### config.mk
export PLATFORM = sky130hd
export DESIGN_NAME = bram_arbiter
export DESIGN_NICKNAME = d
export VERILOG_FILES = /design/src/rtl/bram_arbiter.sv
export SDC_FILE = /design/constraint.sdc
export NUM_CORES = 1
export LEC_CHECK = 0
export CORE_ASPECT_RATIO = 0.8
export CORE_MARGIN = 8
export CORE_UTILIZATION = 27
export DETAILED_ROUTE_END_ITERATION = 7
export PLACE_DENSITY = 0.91
export SLEW_MARGIN = 40
export SYNTH_ARGS = -nofsm -noshare
export SYNTH_HDL_FRONTEND = slang
export SYNTH_SLANG_ARGS = --single-unit
### constraint.sdc
create_clock -name clka -period 6.2 [get_ports clka]
set_input_delay 1.24 -clock clka [delete_from_list [all_inputs] [get_ports clka]]
set_output_delay 1.24 -clock clka [all_outputs]
set_load 0.05 [all_outputs]
### src/rtl/bram_arbiter.sv
// Two-port round-robin arbiter with bounded burst lock in front of a single-port
// 32-bit block RAM; returns a registered ack and read data one cycle after acceptance.
module bram_arbiter #(
    parameter int ADDR_WIDTH = 14,
    parameter int MAX_BURST  = 16
) (
    input  logic                  clka,
    input  logic                  rsta,
    input  logic                  req0,
    input  logic                  req1,
    input  logic                  lock0,
    input  logic                  lock1,
    input  logic [ADDR_WIDTH-1:0] addr0,
    input  logic [ADDR_WIDTH-1:0] addr1,
    input  logic [31:0]           wdata0,
    input  logic [31:0]           wdata1,
    input  logic [3:0]            we0,
    input  logic [3:0]            we1,
    output logic                  gnt0,
    output logic                  gnt1,
    output logic                  ack0,
    output logic                  ack1,
    output logic [31:0]           rdata0,
    output logic [31:0]           rdata1,
    output logic [ADDR_WIDTH-1:0] ram_addra,
    output logic [31:0]           ram_dina,
    output logic [3:0]            ram_wea,
    input  logic [31:0]           ram_douta
);

    typedef enum logic [1:0] {
        OWN_NONE = 2'd0,
        OWN_P0   = 2'd1,
        OWN_P1   = 2'd2
    } owner_e;

    localparam logic [7:0] BURST_MAX = 8'(MAX_BURST);

    owner_e     owner_q, owner_d;
    logic       last_q, last_d;          // 1 = port 1 won most recently
    logic [7:0] bcnt_q, bcnt_d;
    logic       ack_pend0_q, ack_pend1_q;

    logic [1:0] req_v, lock_v;
    logic       owned, own_sel;
    logic       win_valid, win_sel, fresh_win;

    assign req_v   = {req1, req0};
    assign lock_v  = {lock1, lock0};
    assign owned   = (owner_q != OWN_NONE);
    assign own_sel = (owner_q == OWN_P1);

    // NOTE: every signal written here gets a default first so no latch is inferred.
    always_comb begin
        owner_d   = owner_q;
        last_d    = last_q;
        bcnt_d    = bcnt_q;
        win_valid = 1'b0;
        win_sel   = 1'b0;
        fresh_win = 1'b0;

        if (owned && req_v[own_sel] && lock_v[own_sel]) begin
            win_valid = 1'b1;
            if (!req_v[~own_sel] || (bcnt_q < BURST_MAX)) begin
                win_sel = own_sel;
                bcnt_d  = (bcnt_q < BURST_MAX) ? bcnt_q + 8'd1 : bcnt_q;
            end else begin
                // Burst cap reached with the other port waiting: hand over once.
                win_sel   = ~own_sel;
                fresh_win = 1'b1;
            end
        end else if (req_v != 2'b00) begin
            win_valid = 1'b1;
            win_sel   = (req_v == 2'b11) ? ~last_q : req_v[1];
            fresh_win = 1'b1;
        end else begin
            owner_d = OWN_NONE;
            bcnt_d  = 8'd0;
        end

        if (fresh_win) begin
            last_d = win_sel;
            if (lock_v[win_sel]) begin
                owner_d = win_sel ? OWN_P1 : OWN_P0;
                bcnt_d  = 8'd1;
            end else begin
                owner_d = OWN_NONE;
                bcnt_d  = 8'd0;
            end
        end
    end

    assign gnt0 = ~rsta & win_valid & ~win_sel;
    assign gnt1 = ~rsta & win_valid &  win_sel;

    assign ram_addra = gnt1 ? addr1  : addr0;
    assign ram_dina  = gnt1 ? wdata1 : wdata0;
    assign ram_wea   = gnt0 ? we0 : (gnt1 ? we1 : 4'b0000);

    // NOTE: reset is synchronous, so it lives inside the clocked block, not its sensitivity list.
    always_ff @(posedge clka) begin
        if (rsta) begin
            owner_q     <= OWN_NONE;
            last_q      <= 1'b1;
            bcnt_q      <= 8'd0;
            ack_pend0_q <= 1'b0;
            ack_pend1_q <= 1'b0;
        end else begin
            owner_q     <= owner_d;
            last_q      <= last_d;
            bcnt_q      <= bcnt_d;
            ack_pend0_q <= req0 & gnt0;
            ack_pend1_q <= req1 & gnt1;
        end
    end

    // Masked by reset so an ack already in flight when reset hits is discarded.
    assign ack0   = ack_pend0_q & ~rsta;
    assign ack1   = ack_pend1_q & ~rsta;
    assign rdata0 = ack0 ? ram_douta : 32'd0;
    assign rdata1 = ack1 ? ram_douta : 32'd0;

endmodule

==> tab_implementation.tex <==
\begin{tabular}{lr}
\hline
Metric & Value \\
\hline
\multicolumn{2}{l}{\textbf{Run status}} \\
\quad Run status & finished clean \\
\multicolumn{2}{l}{\textbf{Final layout}} \\
\quad Filler cell count in the final layout & 550 \\
\quad Layout cell share with drive strength beyond 1 & 12.2\% \\
\quad Commonest cells after routing, fill and taps aside & sky130\_fd\_sc\_hd\_\_clkdlybuf4s50\_1, sky130\_fd\_sc\_hd\_\_and2\_1, sky130\_fd\_sc\_hd\_\_mux2\_2 \\
\quad Final Core Density & 66.8\% \\
\quad Multi-input gate area & 1470 sq um \\
\quad Register cell area after layout & 260 sq um \\
\quad Total number of nets in the final design & 609 \\
\quad Area overhead of the layout relative to synthesis & 145\% \\
\quad Most common cell after layout, fill and taps aside & sky130\_fd\_sc\_hd\_\_clkdlybuf4s50\_1 \\
\quad Count of antenna diodes in the layout & 0 \\
\multicolumn{2}{l}{\textbf{Yosys}} \\
\quad Summed instance area of the synthesized netlist & 1830 sq um \\
\quad Netlist cell types & 35 \\
\quad Synth Area in Compound Gates & 8.53\% \\
\quad Register bit count reported by yosys & 13 \\
\quad Synthesized-area fraction occupied by and/or/nand/nor cells & 35.7\% \\
\quad Xor and xnor fraction of the mapped netlist area & 0\% \\
\quad Mean post-synth cell area & 8.26 sq um \\
\quad Cells after synthesis & 222 \\
\quad Number of synthesis warnings & 0 \\
\quad Fraction of synthesized area in multiplexers & 35.2\% \\
\quad Sequential-to-total area share from yosys stat & 14.2\% \\
\quad Largest family of logic cells by synthesized area & simple AND/OR/NAND/NOR gates \\
\quad Mapped Nets & 361 \\
\quad Adder-cell share of the synthesized area & 0.682\% \\
\multicolumn{2}{l}{\textbf{Power}} \\
\quad Pleak & 1.83 nW \\
\quad Ratio of total power to cell area & 121 nW/um\^{}2 \\
\quad Worst voltage drop across the vdd grid & 0.0787 mV \\
\multicolumn{2}{l}{\textbf{STA}} \\
\quad Unrepaired setup endpoints after global routing & no \\
\quad Final setup skew & 0.00429 ns \\
\quad Worst rel slew slack & 61.9\% \\
\quad Setup total negative slack & 0 ns \\
\quad Peak clock frequency supported by timing & 191 MHz \\
\quad Fin crit share & 84.6\% \\
\quad Total count of max-transition violations in the final report & 0 \\
\quad Slew at the pin closest to its max-slew limit & 0.572 ns \\
\quad Min Tclk post-route & 5.24 ns \\
\quad Number of failing setup endpoints in the final timing report & 0 \\
\quad Final number of hold-violating endpoints & 0 \\
\multicolumn{2}{l}{\textbf{Drt}} \\
\quad Pre-Repair DR Iteration Count & 4 \\
\quad Number of DRC markers after the initial detailed-route iteration & 84 \\
\quad Detailed-route wire length per cell & 20.0 um \\
\quad Total detailed-routing wirelength & 11.1 mm \\
\quad Number of nets with antenna violations after routing & 0 \\
\quad Drt via density & 4.63 \\
\quad Vias & 2574 \\
\quad Drc violations & 0 \\
\multicolumn{2}{l}{\textbf{Critical path}} \\
\quad Element type at the critical path end & output pin \\
\quad CP max-delay cell & sky130\_fd\_sc\_hd\_\_clkdlybuf4s50\_1 \\
\quad Arrival time at the worst endpoint & 4.00 ns \\
\quad Maximum fanout count along the critical path & 27 \\
\quad Delay of the slowest critical-path stage & 0.83 ns \\
\quad CP Cell Sequence & clkdlybuf4s50\_1, nor2\_1, nor2\_1, nand3\_2, buf\_4, mux2\_2, clkdlybuf4s50\_1 \\
\quad Kind of start point of the critical path & input pin \\
\quad Crit Path Class & input pin to output pin \\
\quad Data required time of the worst path & 4.96 ns \\
\multicolumn{2}{l}{\textbf{CTS}} \\
\quad CTS sink cnt & 13 \\
\quad Post-CTS setup buffers & 0 \\
\quad CTS-repair resized insts & 0 \\
\quad TritonCTS clock tree & yes \\
\quad Number of buffers created by CTS & 3 \\
\quad Maximum count of clock buffers along a single path & 2 \\
\quad Clock Pin Slew Worst Setup and Hold Paths & 0.05 ns \\
\quad Clock latency of the later-clocked register in the worst-skew pair & 0.25 ns \\
\quad Count of H-tree levels built during CTS & 1 \\
\quad CTS hold repair buffers & 0 \\
\quad Root buf cell & sky130\_fd\_sc\_hd\_\_clkbuf\_8 \\
\multicolumn{2}{l}{\textbf{GRT}} \\
\quad Vias in the first global route & 2715 \\
\quad Number of antenna violations at the first check in global routing & 0 \\
\quad First-pass GRT wire length & 16.0 mm \\
\quad Overall global routing resource usage & 21.2\% \\
\quad Grt ovf & 0 \\
\quad Largest net degree at the start of global routing & 34 \\
\multicolumn{2}{l}{\textbf{Placement}} \\
\quad Routability-driven placement congestion ratio & 0.903 \\
\quad Detailed-placement wirelength estimate & 9.75 mm \\
\quad Port buffer count & 255 \\
\multicolumn{2}{l}{\textbf{Job}} \\
\quad Number of maximum-capacitance constraint violations & 0 \\
\multicolumn{2}{l}{\textbf{Die}} \\
\quad Rows & 27 \\
\quad Core area & 6720 sq um \\
\quad Number of placed I/O pins & 256 \\
\quad Die outline height & 89.7 um \\
\quad Starting utilization of the core area & 27.3\% \\
\quad Die outline width & 108 um \\
\quad Total Die Area & 9700 sq um \\
\multicolumn{2}{l}{\textbf{Min path}} \\
\quad Type of the worst min-delay path & flop to flop \\
\hline
\end{tabular}
==> power breakdown <==
| part | switching [mW] | total [mW] | internal (mW) |
|---|---|---|---|
| sequential | 0.00210 | 0.0882 | 0.0861 |
| clock | 0.0320 | 0.0774 | 0.0454 |
| combinational | 0.200 | 0.377 | 0.177 |
| total | 0.235 | 0.543 | 0.308 |
==> worst paths after layout <==
path	from	end	slack, ns	depth (start not counted)
worst max-delay path	req1	ram_addra[13]	0.96	7
worst min-delay path	bcnt_q[3]	bcnt_q[3]	0.47	1
worst max register to register	bcnt_q[4]	bcnt_q[0]	4.24	5
worst min register to register	bcnt_q[3]	bcnt_q[3]	0.47	1
==> layer usage <==
| layer | global-route usage [%] | vias up | wire length [um] |
|---|---|---|---|
| li1 | - | 1252 | - |
| met2 | 40.2 | 142 | 5730 |
| met5 | 0 | - | 0 |
| met3 | 8.99 | 8 | 1300 |
| met1 | 21.0 | 1172 | 3990 |
| met4 | 2.77 | 0 | 78 |
==> worst max-delay path, delay by kind of cell <==
family	cells	cell delay, ns
multiplexers	1	0.26
buffers and inverters	3	1.78
AND/OR/NAND/NOR	3	0.70
==> sequential cells by signal, indices dropped and copies added (netlist names) <==
register	count
bcnt_q	8
owner_q	2
ack_pend0_q	1
ack_pend1_q	1
last_q	1
==> synthesized netlist by cell type <==
master                     instances  area share [%]
sky130_fd_sc_hd__nand3b_1          1            0.41
sky130_fd_sc_hd__nor4_4            1             1.2
sky130_fd_sc_hd__buf_6             3             1.8
sky130_fd_sc_hd__or4_1             1            0.41
sky130_fd_sc_hd__and2_1           65              22
sky130_fd_sc_hd__or2_2             1            0.34
sky130_fd_sc_hd__clkbuf_1         10             2.0
sky130_fd_sc_hd__nor3_1            2            0.55
sky130_fd_sc_hd__a31oi_1           2            0.68
sky130_fd_sc_hd__nor2b_1           4             1.4
sky130_fd_sc_hd__mux2i_1           6             3.3
sky130_fd_sc_hd__o21a_1            3             1.2
sky130_fd_sc_hd__o41ai_1           1            0.48
sky130_fd_sc_hd__nor4b_1           1            0.48
sky130_fd_sc_hd__dfxtp_1          13              14
sky130_fd_sc_hd__a21boi_0          1            0.41
sky130_fd_sc_hd__a221oi_1          1            0.48
sky130_fd_sc_hd__a32o_1            2             1.1
sky130_fd_sc_hd__o21ai_0           6             1.6
sky130_fd_sc_hd__and3_1            5             1.7
sky130_fd_sc_hd__inv_1             5             1.0
sky130_fd_sc_hd__nand3_1           5             1.4
sky130_fd_sc_hd__o21ai_1           1            0.27
sky130_fd_sc_hd__nor2_1            5             1.0
sky130_fd_sc_hd__nor2_2            1            0.34
sky130_fd_sc_hd__nand2_1          17             3.5
sky130_fd_sc_hd__a22o_1            1            0.48
sky130_fd_sc_hd__mux2_2           28              17
sky130_fd_sc_hd__a21o_1            1            0.41
sky130_fd_sc_hd__buf_2             3            0.82
sky130_fd_sc_hd__mux2_4           18              15
sky130_fd_sc_hd__or3_1             1            0.34
sky130_fd_sc_hd__and4b_1           1            0.55
sky130_fd_sc_hd__ha_1              1            0.68
sky130_fd_sc_hd__a21oi_1           5             1.4
==> metrics by stage <==
step,setup WS [ns],std cells,hold slack [ns],power (mW),cell area (sq um)
final,0.956,556,0.466,0.543,4490
after global routing,0.715,556,0.484,0.566,4490
after CTS,0.953,556,0.469,0.548,4490
after detailed placement,0.965,552,0.461,0.468,4440
after global placement,1.02,552,0.451,0.463,4440
after floorplan,2.05,222,0.431,0.297,1830
==> layout make-up <==
cell class	instances	area share, %
inverter	5	0.418
sequential	13	5.80
clock buffer	4	1.00
tap	87	2.42
multi-input combinational	188	32.8
timing repair buffer	259	57.5
==> cell families after synthesis <==
kind of cell / count (synthesis)
flops: 13
mux: 52
buf+inv: 21
fa+ha+maj: 1
simple gates: 111
compound gates: 24
(Power assumes the default switching activity.)
==> RTL edit 1: new RTL, config.mk and constraints unchanged <==
Make the reset (`rsta`) asynchronous in one clocked block.
--- a/src/rtl/bram_arbiter.sv
+++ b/src/rtl/bram_arbiter.sv
@@ -100,3 +100,3 @@
     // NOTE: reset is synchronous, so it lives inside the clocked block, not its sensitivity list.
-    always_ff @(posedge clka) begin
+    always_ff @(posedge clka or posedge rsta) begin
         if (rsta) begin
Check against the original RTL: same outputs for any inputs over 10 cycles, from zero or initial values and one cycle with rsta high; that may be too few to reach the edited logic, so the function may still have changed.
==> RTL edit 1 against the original RTL <==
  * Total power up 6.5%
  * Sequential cell count is the same
  * Critical path depth shrank 1
  * Sequential share of layout area up 1.5 points
  * Synthesized cell count is 11% lower
  * Die area fell by 3.0%
  * Design area shrank 0.70%
  * Clock power decreased by 5.0%
  * Setup slack worse by 0.23 ns
  * Area after synthesis shrank 3.6%
  * Via count is 5.7% lower
  * Maximum frequency decreased by 4.2%
  * Wire length fell by 4.6%
  * Sequential power rose by 6.6%
  * Critical endpoint is now ram_addra[3]
==> RTL edit 1: results (changes against the original RTL) <==
.. list-table::
   :header-rows: 1

   * - Metric
     - Value
   * - Top post-synthesis cells by area
     - sky130_fd_sc_hd__and2_1, sky130_fd_sc_hd__mux2_2, sky130_fd_sc_hd__dfrtp_1 (was sky130_fd_sc_hd__and2_1, sky130_fd_sc_hd__mux2_2, sky130_fd_sc_hd__mux2_4)
   * - Fillcell total
     - 478 (was 550)
   * - Post-synth net total
     - 336 (was 361)
   * - Slowest stage delay, CP
     - 0.73 ns (was 0.83 ns)
   * - Final RePlAce weighted congestion
     - 1.00 (was 0.903)
   * - Cell leakage power
     - 1.84 nW (was 1.83 nW)
   * - Row Count
     - 26 (was 27)
   * - Cell count after synthesis
     - 197 (was 222)
   * - FF/Latch Area
     - 327 um^2 (was 260 um^2)
   * - Fraction of final layout cells with drive strength greater than 1
     - 0.134 (was 0.122)
   * - Count of placed standard cells in the final layout, fillers left out
     - 533 (was 556)
   * - Clock network power
     - 0.0000735 W (was 0.0000774 W)
   * - Final setup skew
     - 0.000895 ns (was 0.00429 ns)
   * - Buffer share of cell area
     - 0.585 (was 0.575)
   * - Seq power
     - 0.0000940 W (was 0.0000882 W)
   * - Number of global-route vias before repair
     - 2529 (was 2715)
   * - XOR/XNOR share of the synthesized area
     - 0.00991 (was 0)
   * - Violation count after the first detailed-routing iteration
     - 65 (was 84)
   * - Share of the yosys chip area belonging to registers
     - 0.185 (was 0.142)
   * - Slew at the pin with the worst max-slew slack
     - 0.572 ns (about the same)
   * - Number of distinct library cells after synthesis
     - 34 (was 35)
   * - Layout-stage area growth over the synthesis result
     - 152% (was 145%)
   * - Synthesized-area fraction occupied by ao, oa, aoi and oai cells
     - 0.0630 (was 0.0853)
   * - Multi-input combinational area share
     - 0.303 (was 0.328)
   * - Post-synthesis share of cell area spent on full adders, half adders and majority gates
     - 0.00708 (was 0.00682)
   * - Pre-CTS worst setup slack
     - 0.508 ns (was 0.965 ns)
   * - Outcome
     - finished clean (unchanged)
-- RTL edit 1: routing by layer --
metal | wire length [um] | vias up | share of wire | track usage
met3 | 1000 | 14 | 0.095 | 0.0640
met1 | 3960 | 1076 | 0.37 | 0.211
met4 | 153 | 0 | 0.014 | 0.0459
met2 | 5480 | 157 | 0.52 | 0.384
li1 | - | 1179 | - | -
met5 | 0 | - | 0 | 0
-- RTL edit 1: kinds of logic after synthesis --
family / Yosys count
AOI/OAI and AO/OA: 17
xor gates and xnor gates: 2
adders and majority gates: 1
buffers and inverters: 18
DFF: 13
muxes: 52
and+or+nand+nor: 94
-- RTL edit 1: final timing paths --
check / slack, ns / end / from
min: 0.46 / last_q / last_q
max reg2reg: 3.90 / ack_pend1_q / bcnt_q[6]
min reg2reg: 0.46 / last_q / last_q
max: 0.73 / ram_addra[3] / req1
max in group asynchronous: 4.55 / last_q / rsta
min in group asynchronous: 1.42 / owner_q[0] / rsta
==> RTL edit 2: new RTL, same flow settings <==
Made on the original files. `ADDR_WIDTH`: 14 -> 12.
--- a/src/rtl/bram_arbiter.sv
+++ b/src/rtl/bram_arbiter.sv
@@ -3,3 +3,3 @@
 module bram_arbiter #(
-    parameter int ADDR_WIDTH = 14,
+    parameter int ADDR_WIDTH = 12,
     parameter int MAX_BURST  = 16
Interface: changed (resized addr0, addr1 and ram_addra); port bits go from 256 to 250. The function was not compared with the original's and may differ.
==> RTL edit 2 against the original RTL <==
  * Sequential share of layout area barely moved
  * Total power shrank 0.75%
  * Setup slack worse by 0.51 ns
  * Wire length shrank 6.2%
  * Combinational power about the same
  * First-iteration DRC count is 61% higher
  * Area after synthesis grew 6.1%
  * Design area increased by 0.14%
  * Largest cell class unchanged
  * Sequential cell count did not move
  * Clock power decreased by 4.1%
  * Highest routed layer unchanged
  * Utilization shrank 1.9 points
==> RTL edit 2: results (changes against the original RTL) <==
.. list-table::
   :header-rows: 1

   * - Metric
     - Value
   * - Fillcell total
     - 567 (was 550)
   * - Hold path endpoint
     - bcnt_q[1] (was bcnt_q[3])
   * - Worst EP arrival
     - 4.51 ns (was 4.00 ns)
   * - Final #Nets
     - 592 (was 609)
   * - Routed Wire Length
     - 10.4 mm (was 11.1 mm)
   * - Fraction of synthesis flops using an asynchronous set or reset pin
     - 0 (unchanged)
   * - Violation count after the first detailed-routing iteration
     - 135 (was 84)
   * - Critical-path maximum fanout
     - 46 (was 27)
   * - Average vias per placed instance
     - 4.61 (was 4.63)
   * - Final RePlAce weighted congestion
     - 0.932 (was 0.903)
   * - Launch instance of the worst min-delay path
     - bcnt_q[1] (was bcnt_q[3])
   * - Post-synth net total
     - 348 (was 361)
   * - Cell leakage power
     - 1.86 nW (was 1.83 nW)
   * - Top post-synthesis cells by area
     - sky130_fd_sc_hd__mux2_4, sky130_fd_sc_hd__and2_1, sky130_fd_sc_hd__dfxtp_1 (was sky130_fd_sc_hd__and2_1, sky130_fd_sc_hd__mux2_2, sky130_fd_sc_hd__mux2_4)
   * - Cells on worst reg2reg path
     - 5 (unchanged)
   * - Number of global-route vias before repair
     - 2505 (was 2715)
   * - Detailed placement HPWL
     - 9.25 mm (was 9.75 mm)
   * - Destination of the worst register-to-register timing path
     - ack_pend1_q (was bcnt_q[0])
   * - Most instantiated cells after synthesis
     - sky130_fd_sc_hd__and2_1, sky130_fd_sc_hd__mux2_4, sky130_fd_sc_hd__dfxtp_1 (was sky130_fd_sc_hd__and2_1, sky130_fd_sc_hd__mux2_2, sky130_fd_sc_hd__mux2_4)
   * - Count of buffers inserted at the top-level ports
     - 249 (was 255)
   * - Worst rel slew slack
     - 0.490 (was 0.619)
   * - GRT Util Overall
     - 0.185 (was 0.212)
   * - Total CTS buffers
     - 3 (unchanged)
   * - Final setup skew
     - 0.00270 ns (was 0.00429 ns)
   * - Largest net degree at the start of global routing
     - 47 (was 34)
   * - Cells on Worst Hold Path
     - 2 (was 1)
   * - Global-route wire length before repair
     - 15.3 mm (was 16.0 mm)
   * - Share of the yosys chip area belonging to registers
     - 0.134 (was 0.142)
   * - Number of distinct library cells after synthesis
     - 40 (was 35)
   * - Outcome
     - finished clean (unchanged)
   * - Register-to-Register Setup Slack
     - 3.68 ns (was 4.24 ns)
   * - Worst voltage drop across the vdd grid
     - 0.0000739 V (was 0.0000787 V)
-- RTL edit 2: changes by cell type after synthesis, sizes merged, moves of 3 or more --
cell,delta
nand3,-3
o31ai,+6
a211oi,+4
mux2i,-6
a21oi,+3
inv,+3
nand4,+6
nand2,-14
nor2,-4
-- RTL edit 2: kinds of logic (layout without fill, tap and decap cells) --
logic type | Yosys count | count (layout) | share of synthesized area
mux | 44 | 44 | 0.328
flops | 13 | 13 | 0.134
fa+ha+maj | 1 | 1 | 0.00643
buf+inv | 22 | 265 | 0.0803
simple gates | 97 | 97 | 0.325
compound gates | 36 | 36 | 0.127
-- RTL edit 2: cell type report --
class                   count  share of cell area
flip-flops and latches     13              0.0579
multi-input cells         178               0.341
inverters                   8             0.00668
repair buffers            253               0.561
well taps                  87              0.0242
clock buffers               4              0.0100
-- RTL edit 2: worst max-delay path by stage --
stage               start             to  slack, ns  depth (start not counted)
floorplan           lock1  ram_addra[10]       2.05                          7
CTS                  req1   ram_dina[28]       0.46                          7
global placement     req1   ram_addra[3]       0.53                          7
finish               req1   ram_dina[29]       0.45                          7
global route         req1   ram_addra[3]       0.35                          7
detailed placement   req1   ram_dina[28]       0.46                          7
-- RTL edit 2: worst max-delay path: stages --
cell and delay (ns):
sky130_fd_sc_hd__clkdlybuf4s50_1 0.62, sky130_fd_sc_hd__nand4b_4 0.16, sky130_fd_sc_hd__and4_1 0.30, sky130_fd_sc_hd__or4_2 0.67
sky130_fd_sc_hd__buf_4 0.37, sky130_fd_sc_hd__mux2_4 0.29, sky130_fd_sc_hd__clkdlybuf4s50_1 0.84
-- RTL edit 2: through the flow --
stage / std cells / area [um^2] / hold slack [ns] / setup slack (ns)
floorplan: 213 / 1950 / 0.447 / 2.05
global placement: 539 / 4450 / 0.460 / 0.531
detailed placement: 539 / 4450 / 0.472 / 0.465
CTS: 543 / 4500 / 0.479 / 0.464
global route: 543 / 4500 / 0.502 / 0.354
finish: 543 / 4500 / 0.479 / 0.449
-- RTL edit 2: metal layers --
| layer | up-vias | global-route usage | wire, um |
|---|---|---|---|
| met3 | 8 | 0.0573 | 838 |
| li1 | 1247 | - | - |
| met4 | 0 | 0.0168 | 27 |
| met1 | 1121 | 0.200 | 3960 |
| met5 | - | 0 | 0 |
| met2 | 129 | 0.356 | 5580 |
-- RTL edit 2: power by group --
| group | leakage (nW) | internal, W | switching (W) |
|---|---|---|---|
| clock network | 0.0228 | 0.0000453 | 0.0000289 |
| registers | 0.106 | 0.0000863 | 0.00000223 |
| logic | 1.73 | 0.000178 | 0.000198 |
| total | 1.86 | 0.000310 | 0.000229 |
